[src/rtl/time_preset_pkg.sv]
// Shared types and constants for the time preset loader: FSM states,
// edit-field encodings, BCD field limits, reset preset and BCD increment helper.
package time_preset_pkg;

  typedef enum logic [2:0] {
    ST_RUN      = 3'd0,
    ST_EDIT_HR  = 3'd1,
    ST_EDIT_MIN = 3'd2,
    ST_EDIT_SEC = 3'd3,
    ST_COMMIT   = 3'd4
  } state_e;

  localparam logic [1:0] FIELD_NONE = 2'b00;
  localparam logic [1:0] FIELD_HR   = 2'b01;
  localparam logic [1:0] FIELD_MIN  = 2'b10;
  localparam logic [1:0] FIELD_SEC  = 2'b11;

  // Two-digit BCD upper limits of each field
  localparam logic [7:0] HR_MAX_BCD = 8'h11;
  localparam logic [7:0] MS_MAX_BCD = 8'h59;

  // Preset loaded on reset: 11:59:59
  localparam logic [7:0] PRESET_HR  = 8'h11;
  localparam logic [7:0] PRESET_MIN = 8'h59;
  localparam logic [7:0] PRESET_SEC = 8'h59;

  // Increment a two-digit BCD value, wrapping to 00 after lim; no carry out
  function automatic logic [7:0] bcd_inc(input logic [7:0] val, input logic [7:0] lim);
    logic [7:0] res;
    res = 8'h00;
    if (val == lim) begin
      res = 8'h00;
    end else if (val[3:0] == 4'd9) begin
      res = {val[7:4] + 4'd1, 4'd0};
    end else begin
      res = {val[7:4], val[3:0] + 4'd1};
    end
    return res;
  endfunction

endpackage

[src/rtl/btn_debounce.sv]
// Pushbutton conditioner: two-flop synchronizer, stable-count debouncer and
// a one-clock press pulse on each debounced 0->1 transition.
module btn_debounce #(
  parameter int unsigned DB_CYCLES = 20000
) (
  input  logic clk,
  input  logic reset,
  input  logic btn,
  output logic level,
  output logic press
);

  localparam int unsigned CNT_W = (DB_CYCLES > 1) ? $clog2(DB_CYCLES) : 1;
  localparam logic [CNT_W-1:0] CNT_LAST = CNT_W'(DB_CYCLES - 1);

  logic [1:0]       r_sync;
  logic [CNT_W-1:0] r_cnt;
  logic             r_level;
  logic             r_press;

  // Synchronize, then accept a new level only after DB_CYCLES consecutive differing clocks
  always_ff @(posedge clk) begin
    if (reset) begin
      r_sync  <= 2'b00;
      r_cnt   <= '0;
      r_level <= 1'b0;
      r_press <= 1'b0;
    end else begin
      r_sync  <= {r_sync[0], btn};
      r_press <= 1'b0;
      if (r_sync[1] != r_level) begin
        if (r_cnt == CNT_LAST) begin
          r_level <= r_sync[1];
          r_cnt   <= '0;
          r_press <= r_sync[1];
        end else begin
          r_cnt <= r_cnt + CNT_W'(1);
        end
      end else begin
        r_cnt <= '0;
      end
    end
  end

  assign level = r_level;
  assign press = r_press;

endmodule

[src/rtl/time_preset_loader.sv]
// Two-button preset editor for a countdown: mode steps hours/minutes/seconds
// editing and commits with a one-clock load strobe; inc bumps the selected
// BCD field. Optional build macro AUTO_REPEAT_EN adds held-button auto-repeat.
module time_preset_loader
  import time_preset_pkg::*;
#(
  parameter int unsigned DB_CYCLES     = 20000,
  parameter int unsigned REPEAT_CYCLES = 5000000
) (
  input  logic       clk,
  input  logic       reset,
  input  logic       btn_mode,
  input  logic       btn_inc,
  output logic [3:0] set_hr1,
  output logic [3:0] set_hr0,
  output logic [3:0] set_min1,
  output logic [3:0] set_min0,
  output logic [3:0] set_sec1,
  output logic [3:0] set_sec0,
  output logic       load,
  output logic       edit_active,
  output logic [1:0] edit_field
);

  state_e     r_state;
  logic [7:0] r_hr;
  logic [7:0] r_min;
  logic [7:0] r_sec;
  logic       r_load;
  logic       r_edit_active;
  logic [1:0] r_edit_field;

  logic w_mode_level;
  logic w_mode_press;
  logic w_inc_level;
  logic w_inc_press;
  logic w_in_edit;
  logic w_rep;
  logic w_inc_evt;
  logic w_unused;

  btn_debounce #(.DB_CYCLES(DB_CYCLES)) u_db_mode (
    .clk   (clk),
    .reset (reset),
    .btn   (btn_mode),
    .level (w_mode_level),
    .press (w_mode_press)
  );

  btn_debounce #(.DB_CYCLES(DB_CYCLES)) u_db_inc (
    .clk   (clk),
    .reset (reset),
    .btn   (btn_inc),
    .level (w_inc_level),
    .press (w_inc_press)
  );

  assign w_in_edit = (r_state == ST_EDIT_HR) || (r_state == ST_EDIT_MIN) ||
                     (r_state == ST_EDIT_SEC);

`ifdef AUTO_REPEAT_EN
  localparam int unsigned REP_W = (REPEAT_CYCLES > 1) ? $clog2(REPEAT_CYCLES) : 1;
  localparam logic [REP_W-1:0] REP_LAST = REP_W'(REPEAT_CYCLES - 1);

  logic [REP_W-1:0] r_rep_cnt;

  assign w_rep    = w_in_edit && w_inc_level && !w_inc_press && (r_rep_cnt == REP_LAST);
  assign w_unused = &{1'b0, w_mode_level};

  // Hold timer: restarts on every press or when the hold/edit condition drops
  always_ff @(posedge clk) begin
    if (reset) begin
      r_rep_cnt <= '0;
    end else if (!w_in_edit || !w_inc_level || w_inc_press || w_mode_press) begin
      r_rep_cnt <= '0;
    end else if (r_rep_cnt == REP_LAST) begin
      r_rep_cnt <= '0;
    end else begin
      r_rep_cnt <= r_rep_cnt + REP_W'(1);
    end
  end
`else
  assign w_rep    = 1'b0;
  assign w_unused = &{1'b0, w_mode_level, w_inc_level, 32'(REPEAT_CYCLES)};
`endif

  assign w_inc_evt = w_inc_press | w_rep;

  // Edit FSM with registered outputs; mode press outranks inc in the same clock
  always_ff @(posedge clk) begin
    if (reset) begin
      r_state       <= ST_RUN;
      r_hr          <= PRESET_HR;
      r_min         <= PRESET_MIN;
      r_sec         <= PRESET_SEC;
      r_load        <= 1'b0;
      r_edit_active <= 1'b0;
      r_edit_field  <= FIELD_NONE;
    end else begin
      r_load <= 1'b0;
      case (r_state)
        ST_RUN: begin
          if (w_mode_press) begin
            r_state       <= ST_EDIT_HR;
            r_edit_active <= 1'b1;
            r_edit_field  <= FIELD_HR;
          end
        end
        ST_EDIT_HR: begin
          if (w_mode_press) begin
            r_state      <= ST_EDIT_MIN;
            r_edit_field <= FIELD_MIN;
          end else if (w_inc_evt) begin
            r_hr <= bcd_inc(r_hr, HR_MAX_BCD);
          end
        end
        ST_EDIT_MIN: begin
          if (w_mode_press) begin
            r_state      <= ST_EDIT_SEC;
            r_edit_field <= FIELD_SEC;
          end else if (w_inc_evt) begin
            r_min <= bcd_inc(r_min, MS_MAX_BCD);
          end
        end
        ST_EDIT_SEC: begin
          if (w_mode_press) begin
            r_state       <= ST_COMMIT;
            r_load        <= 1'b1;
            r_edit_active <= 1'b0;
            r_edit_field  <= FIELD_NONE;
          end else if (w_inc_evt) begin
            r_sec <= bcd_inc(r_sec, MS_MAX_BCD);
          end
        end
        ST_COMMIT: begin
          r_state <= ST_RUN;
        end
        default: begin
          r_state       <= ST_RUN;
          r_edit_active <= 1'b0;
          r_edit_field  <= FIELD_NONE;
        end
      endcase
    end
  end

  assign set_hr1     = r_hr[7:4];
  assign set_hr0     = r_hr[3:0];
  assign set_min1    = r_min[7:4];
  assign set_min0    = r_min[3:0];
  assign set_sec1    = r_sec[7:4];
  assign set_sec0    = r_sec[3:0];
  assign load        = r_load;
  assign edit_active = r_edit_active;
  assign edit_field  = r_edit_field;

endmodule

[config.mk]
export PLATFORM = sky130hd
export DESIGN_NAME = time_preset_loader
export DESIGN_NICKNAME = d
export VERILOG_FILES = /design/src/rtl/time_preset_pkg.sv /design/src/rtl/btn_debounce.sv /design/src/rtl/time_preset_loader.sv
export SDC_FILE = /design/constraint.sdc
export NUM_CORES = 1
export LEC_CHECK = 0
export BUFFER_PORTS_ARGS = -buffer_cell sky130_fd_sc_hd__buf_2
export CAP_MARGIN = 10
export CELL_PAD_IN_SITES_DETAIL_PLACEMENT = 1
export CELL_PAD_IN_SITES_GLOBAL_PLACEMENT = 1
export CORE_AREA = 4 4 88 90
export DETAILED_ROUTE_END_ITERATION = 12
export DIE_AREA = 0 0 92 94
export PLACE_DENSITY_LB_ADDON = 0.1
export SETUP_SLACK_MARGIN = 0.02
export SYNTH_ARGS = -nofsm -noshare
export SYNTH_HDL_FRONTEND = slang
export SYNTH_HIERARCHICAL = 1
export SYNTH_SLANG_ARGS = --single-unit
[constraint.sdc]
create_clock -name clk -period 2.9 [get_ports clk]
set_input_delay 0.435 -clock clk [delete_from_list [all_inputs] [get_ports clk]]
set_output_delay 0.435 -clock clk [all_outputs]
set_load 0.005 [all_outputs]
# After elaboration in Yosys (flattened, before gate mapping)
# Cells that the tools add are included.
[totals]
latchBits = 0
ramBits = 0
in_bits = 4
reg_bits = 69
memories = 0
romBits = 0
[classes]
div_mod_pow = 0
bitwise_logic = 8
n_reduce_logical = 21
order_cmp = 0
multipliers = 0
shift = 0
add_sub_neg = 8
eq_ne = 18
n_mux = 20
[op_table]
columns = ["cell", "count"]
rows = [
  ["8-bit 2-to-1 mux", 6],
  ["15-bit by 1-bit adder with 15-bit output, second input constant", 2],
  ["15-bit equality test, second input constant", 2],
  ["4-bit by 1-bit adder with 4-bit output, second input constant", 6],
  ["8-bit by 7-bit equality test with 1-bit output, second input constant", 2],
  ["4-bit AND reduction", 4],
  ["3-bit OR reduction", 5],
  ["4-bit equality test, second input constant", 3],
  ["3-bit 2-to-1 mux", 4],
  ["3-bit case mux with 4 select lines", 1],
  ["3-bit AND reduction", 4],
  ["2-bit case mux with 5 select lines", 1],
  ["8-bit by 5-bit equality test with 1-bit output, second input constant", 1],
  ["2-bit 2-to-1 mux", 4],
  ["2-bit by 1-bit != test with 1-bit output, second input constant", 4],
  ["1-bit inverter", 8],
  ["3-bit by 2-bit equality test with 1-bit output, second input constant", 2],
  ["2-bit nonzero test", 3],
  ["5-bit AND reduction", 1],
  ["2-bit AND reduction", 2],
  ["3-bit by 1-bit equality test with 1-bit output, second input constant", 1],
  ["3-bit equality test, second input constant", 1],
  ["3-bit logical NOT", 1],
  ["1-bit 2-to-1 mux", 3],
  ["other kinds (3)", 4],
]

# Longest topological paths before layout
[depth]
word_depth = 4
mapped_depth = 7
ltp_nobuf = 6

# Hierarchy
# Netlist, hierarchy kept.
[modules_own_cells]
columns = ["module", "seq_area_each_um2", "area_per_inst_um2", "n_inst", "cells_per_inst"]
rows = [
  ["time_preset_loader", 620.6, 1639.1, 1, 186],
  ["btn_debounce", 380.4, 805.8, 2, 87],
]

# Worst setup path before layout
# No wires, ideal clock.
[synth_path]
path_kind = "flip-flop to flip-flop"
startpoint = "register r_hr[0]"
endpoint = "register r_hr[6]"
setup_time_ns = 0.071
arrival_ns = 1.578
slack_ns = 1.251
path_stages_with_launch = 6
t_required_ns = 2.829
cell_sequence = "dfxtp_1 ha_1 nor2b_1 o2111ai_2 or4_1 a21oi_1"
[synth_via]
elab_chain_len = 3
elab_cells_between_ends = 5
cone_classes = "eq/ne: 2; mux: 1; reduce/logical: 2"
[synth_lines]
columns = ["element", "line_no", "rtl"]
rows = [
  ["from (decl)", "time_preset_loader.sv:26", "logic [7:0] r_hr;"],
  ["from (signal assigned)", "time_preset_loader.sv:114", "r_hr <= bcd_inc(r_hr, HR_MAX_BCD);"],
  ["8-bit by 5-bit equality test with 1-bit output or 4-bit equality test (tied branches)", "time_preset_pkg.sv:31, time_preset_pkg.sv:33", ""],
  ["2-bit nonzero test (no line)", "-", ""],
  ["4-bit AND reduction (no line)", "-", ""],
]
# Parallel ways exist; a longest one is shown, timed or not.
# A chain may end at the register's enable or synchronous reset.

# Worst setup path after layout
[layout_path]
startpoint = "register r_state[2]"
endpoint = "register r_sec[5]"
[layout_via]
elab_chain_len = 2
[layout_lines]
columns = ["element", "line_no", "rtl"]
rows = [
  ["from (decl)", "time_preset_loader.sv:25", "state_e r_state;"],
  ["from (signal assigned)", "time_preset_loader.sv:92", "r_state <= ST_RUN;"],
  ["from (signal assigned)", "time_preset_loader.sv:104", "r_state <= ST_EDIT_HR;"],
  ["from (signal assigned)", "time_preset_loader.sv:111", "r_state <= ST_EDIT_MIN;"],
  ["3-bit by 2-bit equality test with 1-bit output", "time_preset_loader.sv:101", "case (r_state)"],
  ["4-bit AND reduction (no line)", "-", ""],
  ["to (signal assigned)", "time_preset_loader.sv:132", "r_sec <= bcd_inc(r_sec, MS_MAX_BCD);"],
  ["to (decl)", "time_preset_loader.sv:28", "logic [7:0] r_sec;"],
]
# Every way passes these cells.

==> results.py <==
metrics = {
    "min_path": {
        "worstHoldPathType": "in -> reg",
        "min_delay_worst_endpoint": "u_db_mode/r_sync[0]$_SDFF_PP0_",
        "hold_start": "btn_mode",
        "whs_path_depth": 2,
    },
    "global_routing": {
        "antenna_found_initial": 0,
        "grt_pass1_wl_mm": 11.8,
        "overflow": 0,
        "track_usage": 0.167,
        "grt_pass1_vias": 2542,
        "grt_max_degree": 28,
    },
    "synthesis": {
        "synth-edff-count": 0,
        "synthDistinctLibCells": 52,
        "synth_top_cells_by_count": "dfxtp_1, nor2_1, nand2_1, nand3_1, nand4_1",
        "synth_compound_area_frac": 0.0928,
        "synth_top_flop_cell": "dfxtp_1",
        "synthMuxAreaShare": 0.0246,
        "netlist_area_um2": 3250,
        "synth_top_cell_by_area": "dfxtp_1",
        "yosys_warnings": 6,
        "synth.top_cell.area_share": 0.425,
        "synth.most_common_cell": "dfxtp_1",
        "avgSynthCellArea_um2": 9.03,
        "yosys.area_share.adder": 0.0539,
        "async_reset_ff_frac": 0,
        "synthTopCellsByArea": "dfxtp_1, nor2_1, ha_1",
        "synth_seq_cells": 69,
        "synthesis.nets": 378,
        "synth_cells": 360,
        "yosys.area_share.simple": 0.282,
        "synth_xor_area_frac": 0.0754,
        "yosysSeqAreaShare": 0.425,
        "synth_top_family_by_area": "simple AND/OR/NAND/NOR gates",
    },
    "pwr": {
        "pwr-share-seq": 0.529,
        "p_leak_nw": 1.32,
        "p_int_mw": 1.43,
        "p_switching_mw": 0.378,
        "combPwrFrac": 0.016,
        "switching_share": 0.209,
        "p_clk_frac": 0.456,
        "ir_drop_mv": 0.300,
        "power_density_nw_per_um2": 495,
    },
    "detailed_routing": {
        "post-route-drc-count": 0,
        "viasPerCell": 5.34,
        "first_pass_iters": 4,
        "wire_per_inst_um": 13.8,
        "postRouteAntennaNets": 0,
        "dr_total_vias": 2629,
        "routed_wl_mm": 6.79,
        "drt_iter0_markers": 53,
    },
    "worst_setup_path": {
        "required_ns": 3.18,
        "r2r_cells": 4,
        "cp_max_fo": 14,
        "worst-r2r-setup-slack_ns": 0.87,
        "arrival_ns": 2.30,
        "cp-end-kind": "register",
        "path_cells": "nor3b_4, nand4_1, or3_1, a21oi_1",
        "r2r-start": "r_state[2]$_SDFFE_PP0P_",
        "cp_slowest_cell": "nor3b_4",
        "r2r-end": "r_sec[5]$_SDFFE_PP0P_",
        "worst_setup_path_start_kind": "register",
        "critPathMaxStageDelay_ns": 0.55,
        "crit_type": "reg -> reg",
    },
    "cells_and_area": {
        "drive_above_1_share": 0.145,
        "layout.nets": 406,
        "fill_cells": 850,
        "antennaDiodeCount": 0,
        "seqCellArea_um2": 1380,
        "multi_input_area_um2": 1720,
        "area_delta_synth_final_pct": 12.3,
        "fin_util": 0.517,
        "fin_area_um2": 3650,
    },
    "sta": {
        "timing.setup.tns_ns": 0,
        "post-route-period-util": 0.699,
        "hold_violations": 0,
        "final-max-slew-violation-count": 0,
        "relSlewSlack": 0.619,
        "rsz0062_at_grt": "no",
        "worst_pin_slew_ns": 0.570,
        "clock_skew_ns": 0.0105,
        "max_freq_mhz": 493,
        "whs_ns": 0.299,
        "period_needed_ns": 2.03,
        "setup_viol": 0,
    },
    "clocking": {
        "post_cts_buffers": 0,
        "cts_sinks": 69,
        "worstSkewPairLatency_ns": 0.34,
        "cts_made_buffers": 9,
        "cts_hold_buf": 0,
        "cts_resized": 0,
        "htreeDepth": 3,
        "cts_root_buffer": "clkbuf_8",
        "cts_tree": "done",
        "cts.path.max_buffers": 2,
        "path_clk_slew_ns": 0.07,
    },
    "floorplanning": {
        "die_w_um": 92,
        "dieArea_um2": 8650,
        "placementRows": 31,
        "start_util": 0.460,
        "pin_count": 32,
        "core_um2": 7060,
        "die_height_um": 94,
    },
    "placed_design": {
        "dpl_cell_area_um2": 3440,
        "hpwl_mm": 4.79,
        "numPortBuffers": 31,
        "gp_congestion": 0.783,
    },
    "job": {
        "drv_cap": 0,
    },
    "status": {
        "status": "finished clean",
    },
}
state kept, by name, indices dropped and copies added, names as in the netlist, 2 cells and up:
register / count
r_sec: 8
u_db_mode/r_cnt: 15
u_db_mode/r_sync: 2
r_min: 8
u_db_inc/r_sync: 2
edit_field: 2
u_db_inc/r_cnt: 15
r_state: 3
r_hr: 8
power by group through the flow:
stage / clock, mW / sequential, mW / combinational, mW
floorplan: 0 / 0.976 / 0.0192
global placement: 0 / 0.977 / 0.0283
detailed placement: 0 / 0.977 / 0.0290
CTS: 0.853 / 0.955 / 0.0291
global route: 0.894 / 0.955 / 0.0317
finish: 0.823 / 0.955 / 0.0285
critical path: cells and delay by family (launching register included):
kind | cells | cell delay, ns
simple gates | 3 | 1.41
flops | 1 | 0.41
compound gates | 1 | 0.14
logic make-up (layout without fill, tap and decap cells):
family,Yosys count,count (layout)
and+or+nand+nor,170,170
DFF,69,69
muxes,8,8
adders and majority gates,14,14
AOI/OAI and AO/OA,42,42
xor gates and xnor gates,28,28
buffers and inverters,29,62
how the worst max path moves through the flow:
| stage | depth (start not counted) | from | slack [ns] | to |
|---|---|---|---|---|
| after CTS | 4 | r_state[2]$_SDFFE_PP0P_ | 0.88 | r_sec[5]$_SDFFE_PP0P_ |
| after global routing | 4 | r_state[2]$_SDFFE_PP0P_ | 0.76 | r_sec[5]$_SDFFE_PP0P_ |
| after floorplan | 5 | r_hr[0]$_SDFFE_PP1P_ | 1.25 | r_hr[6]$_SDFFE_PP0P_ |
| after global placement | 4 | r_state[2]$_SDFFE_PP0P_ | 0.99 | r_sec[5]$_SDFFE_PP0P_ |
| final | 4 | r_state[2]$_SDFFE_PP0P_ | 0.87 | r_sec[5]$_SDFFE_PP0P_ |
| after detailed placement | 4 | r_state[2]$_SDFFE_PP0P_ | 0.89 | r_sec[5]$_SDFFE_PP0P_ |
layer usage:
metal  wire, um  vias up  global-route usage
met5          0        -                   0
met4         92        0              0.0631
met3        232       11              0.0409
met2       3180       28               0.275
met1       3280     1263               0.212
li1           -     1327                   -
cells in the final DEF (no fill, tap or decap), drive strengths merged, types with 2 or more instances in the layout:
cell	n
a211o	4
a21o	2
a21oi	12
a221o	2
and3	6
and3b	5
and4	2
buf	32
clkbuf	13
dfxtp	69
ha	14
inv	14
mux2i	8
nand2	19
nand2b	7
nand3	19
nand3b	2
nand4	17
nor2	49
nor2b	7
nor3	14
nor3b	2
nor4	6
nor4b	4
o211ai	3
o21ai	6
o21bai	2
o311ai	2
or3	7
xnor2	15
xor2	13
stage by stage:
| step | worst slack (ns) | power (mW) | instances |
|---|---|---|---|
| after global placement | 0.987 | 1.01 | 476 |
| after floorplan | 1.25 | 0.995 | 360 |
| after global routing | 0.761 | 1.88 | 492 |
| final | 0.873 | 1.81 | 492 |
| after CTS | 0.881 | 1.84 | 492 |
| after detailed placement | 0.891 | 1.01 | 476 |
layout make-up:
class | instances | area share
Multi-Input combinational cell | 262 | 0.471
Inverter | 14 | 0.0144
Sequential cell | 69 | 0.378
Clock inverter | 3 | 0.0117
Clock buffer | 13 | 0.0463
Timing Repair Buffer | 32 | 0.0446
Tap cell | 99 | 0.0339
Power figures use the tool's default switching activity.
